<file path="src/rtl/gpio_in_filter.sv">
// GPIO input conditioner: two-flop synchronizer per pad, then a per-bit debounce
// filter that accepts a new level only after it persists, with edge pulses.
module gpio_in_filter #(
  parameter int WIDTH      = 16,
  parameter int DEB_CYCLES = 4
) (
  input  logic             CLK,
  input  logic             RESET,
  input  logic [WIDTH-1:0] PAD_IN,
  input  logic [WIDTH-1:0] BYPASS,
  output logic [WIDTH-1:0] IO_IN,
  output logic [WIDTH-1:0] RISE,
  output logic [WIDTH-1:0] FALL,
  output logic             ANY_EDGE
);

  localparam int               CNT_W    = $clog2(DEB_CYCLES + 1);
  localparam logic [CNT_W-1:0] CNT_LAST = CNT_W'(DEB_CYCLES - 1);

  logic [WIDTH-1:0] sync_s1;
  logic [WIDTH-1:0] sync_s2;
  logic [WIDTH-1:0] stable;
  logic [WIDTH-1:0] differ;
  logic [WIDTH-1:0] at_last;
  logic [WIDTH-1:0] accept;

  // NOTE: every register uses non-blocking assignment so all flops sample
  // pre-edge values; blocking here would collapse s1/s2 into a single stage.
  always_ff @(posedge CLK) begin
    if (RESET) begin
      sync_s1 <= '0;
      sync_s2 <= '0;
    end else begin
      sync_s1 <= PAD_IN;
      sync_s2 <= sync_s1;
    end
  end

  assign differ = sync_s2 ^ stable;

  // A bypassed bit accepts any difference immediately; a filtered bit only
  // once its counter has already seen DEB_CYCLES-1 differing edges.
  assign accept = differ & (BYPASS | at_last);

  for (genvar g = 0; g < WIDTH; g++) begin : g_bit
    logic [CNT_W-1:0] count;

    assign at_last[g] = (count == CNT_LAST);

    // Clearing on acceptance (not just on agreement) keeps the count bounded.
    always_ff @(posedge CLK) begin
      if (RESET || BYPASS[g] || !differ[g] || at_last[g]) begin
        count <= '0;
      end else begin
        count <= count + 1'b1;
      end
    end

    a_count_bounded : assert property (@(posedge CLK) disable iff (RESET)
      count <= CNT_LAST);
  end

  always_ff @(posedge CLK) begin
    if (RESET) begin
      stable   <= '0;
      RISE     <= '0;
      FALL     <= '0;
      ANY_EDGE <= 1'b0;
    end else begin
      for (int i = 0; i < WIDTH; i++) begin
        if (accept[i]) begin
          stable[i] <= sync_s2[i];
        end
      end
      RISE     <= accept & sync_s2;
      FALL     <= accept & ~sync_s2;
      ANY_EDGE <= |(RISE | FALL);
    end
  end

  assign IO_IN = stable;

  a_no_double_edge : assert property (@(posedge CLK) disable iff (RESET)
    (RISE & FALL) == '0);

endmodule

</file>
<file path="config.mk">
export PLATFORM = sky130hd
export DESIGN_NAME = gpio_in_filter
export DESIGN_NICKNAME = d
export VERILOG_FILES = /design/src/rtl/gpio_in_filter.sv
export SDC_FILE = /design/constraint.sdc
export NUM_CORES = 1
export LEC_CHECK = 0
export CAP_MARGIN = 5
export CORE_ASPECT_RATIO = 0.75
export CORE_MARGIN = 2
export CORE_UTILIZATION = 30
export CTS_CLUSTER_SIZE = 10
export DETAILED_ROUTE_END_ITERATION = 10
export DONT_BUFFER_PORTS = 1
export MAX_ROUTING_LAYER = met4
export PLACE_DENSITY = 0.51
export SLEW_MARGIN = 20
export SYNTH_ARGS = -nofsm -noshare
export SYNTH_HDL_FRONTEND = slang
export SYNTH_SLANG_ARGS = --single-unit
</file>
<file path="constraint.sdc">
create_clock -name CLK -period 1.53 [get_ports CLK]
set_input_delay 0.153 -clock CLK [delete_from_list [all_inputs] [get_ports CLK]]
set_output_delay 0.153 -clock CLK [all_outputs]
set_load 0.02 [all_outputs]
</file>
==> run summary <==
Leakage: 2.38 nW
Crit-path max FO: 2
Data required time at the worst endpoint: 1.82 ns
Setup violations, final: 0
Status: finished, violations left
Distinct cells, synth: 18
Layout cells sized above 1: 13.0%
Sw Pwr: 1.53 mW
Tmin final: 1.38 ns
Drt pass-1 iters: 4
CTS tree: yes
Cells after synthesis: 423
Vias: 3,038
RSZ-0062 raised after global routing: false
Reg power frac: 46.5%
Warnings, synthesis: 0
Final total power: 7.57 mW
Detailed Place HPWL: 5750 µm
Worst slew pin tran: 0.442 ns
Reg area: 0.00258 mm²
Row cnt: 39
Drc violations: 0
Int Pwr: 6.05 mW
Largest net degree at the start of global routing: 98
CP Capture Type: register
H-tree levels: 4
Worst VDD drop: 0.000657 V
Violated checks: negative hold slack
Clk pin slew, worst setup/hold paths: 0.05 ns
Sequential fraction of the synthesis area: 55.5%
Worst hold slack: -0.178 ns
Clock Sinks: 129
Worst Setup Path Type: register to register
Area growth syn-to-layout: 27.1%
Die H: 112 µm
Vias per Instance: 4.31
CTS Hold Bufs: 34
Syn nets: 489
Sw frac: 20.2%
Final Max Tran Viols: 0
Starting Density: 30.6%
Area of the multi-input gates: 0.00189 mm²
Hold depth: 1
# fillers: 1,546
Fmax: 0.725 GHz
Post-Route WL: 8340 µm
GR Overflow Total: 0
Most common cell after layout, fill and taps aside: dfxtp_1
Post-Syn Area per Cell: 11.0 µm²
Hold Path Class: input port to register
Worst-skew pair later-pin latency: 0.41 ns
Mapped cell area: 0.00466 mm²
Number of global-route vias before repair: 2,999
Die Area: 0.0165 mm²
Finished Layout Cells: 705
Fin. Hold Viols: 63
Die width: 148 µm
First-pass GRT wire length: 13,900 µm
Power density over cell area: 1280 mW/mm²
RePlAce Congestion: 0.713
Drt wl/cell: 11.8 µm
Core Region: 0.0152 mm²
Final net count: 554
Clock skew: 0.00717 ns
Critical Path AT: 1.67 ns
1st-iter DRT viols: 79
Post-CTS setup buffer count: 0
Num CTS Buffers: 17
Clock network power share: 50.1%
Post-DRT Antenna Nets: 0
Crit start category: register
Dpl cell area: 0.00500 mm²
Logic pwr share: 3.4%
Final instance area: 0.00592 mm²
Initial antenna violation count: 1
Commonest non-fill, non-tap cells in the layout: 129 x dfxtp_1, 64 x nor2_1, 34 x dlygate4sd3_1
FF-to-FF path depth: 4
Period utilization: 90.1%
Clock buffer depth: 2
Root Buffer Master: clkbuf_16
GRT Util Overall: 11.2%
Placed Instances: 640
Top Ports: 83
Yosys reg bits: 129
Port bufs: 0
Relative slew slack: 70.3%
Max Cap Violations: 0
==> what timing repair did <==
item / CTS / global route
endpoints found under the hold margin: 129 / 73
setup endpoints to repair: 1 / 1
gates resized for setup: 2 / 1
==> critical path, stage by stage, from the launching register on <==
cell and delay [ns]:
dfxtp_1 0.38, nor4_2 0.47, buf_4 0.18, and4_1 0.18, a21oi_1 0.06
==> synth_stat cells <==
library cell / number / area share, %
dfxtp_1: 129 / 55
nor2_1: 64 / 5.2
ha_1: 32 / 8.6
inv_1: 32 / 2.6
nor2b_1: 32 / 4.3
nor4b_1: 19 / 3.6
a21oi_1: 17 / 1.8
nand2_1: 16 / 1.3
nand3b_1: 16 / 2.6
o21ai_0: 16 / 1.7
xor2_1: 16 / 3.0
nor4b_4: 13 / 6.6
nor4_1: 8 / 1.1
clkbuf_1: 4 / 0.32
buf_2: 3 / 0.32
buf_6: 3 / 0.73
and4_1: 2 / 0.38
buf_12: 1 / 0.43
==> power by group through the flow <==
stage	clock network (mW)	logic, mW	registers [mW]
after floorplan	0	0.197	3.58
after global placement	0	0.198	3.59
after detailed placement	0	0.204	3.59
after CTS	3.92	0.263	3.52
after global routing	4.07	0.289	3.53
final	3.79	0.261	3.52
==> final cells by class <==
class,count,area share (%)
Antenna cell,1,0.0423
Clock buffer,23,7.91
Clock inverter,7,1.44
Inverter,32,2.03
Multi-Input combinational cell,251,31.9
Sequential cell,129,43.7
Tap cell,205,4.34
Timing Repair Buffer,57,8.67
==> stage by stage <==
step	TNS, ns	setup WS, ns	util (%)
floorplan	0	0.309	-
global placement	0	0.00339	32.8
detailed placement	-0.0352	-0.0352	32.8
CTS	0	0.0343	38.8
global route	0	0.0208	38.9
finish	0	0.151	38.9
==> state kept, by name (all words and copies together) (netlist names) <==
signal	cells
sync_s1	16
IO_IN	16
RISE	16
ANY_EDGE	1
sync_s2	16
FALL	16
g_bit.count	48
==> kinds of logic after synthesis <==
kind of cell,synth area share [%]
flops,55.5
fa+ha+maj,8.60
compound gates,3.55
buf+inv,4.38
xor+xnor,3.01
simple gates,25.0
==> worst paths after layout <==
check / from / endpoint / slack, ns
setup / recovery: FALL[4] / ANY_EDGE / 0.15
hold / removal: RESET / IO_IN[15] / -0.18
setup reg to reg: FALL[4] / ANY_EDGE / 0.15
hold reg to reg: g_bit[8].count[0] / g_bit[8].count[0] / 0.42
==> per-layer routing <==
metal | track usage (%) | share of wire, % | vias up
met2 | 16.7 | 46 | 65
met4 | 5.14 | 1.5 | 0
li1 | - | - | 1548
met5 | - | 0 | -
met1 | 12.5 | 45 | 1415
met3 | 5.82 | 8.0 | 10
Power figures use the tool's default switching activity.
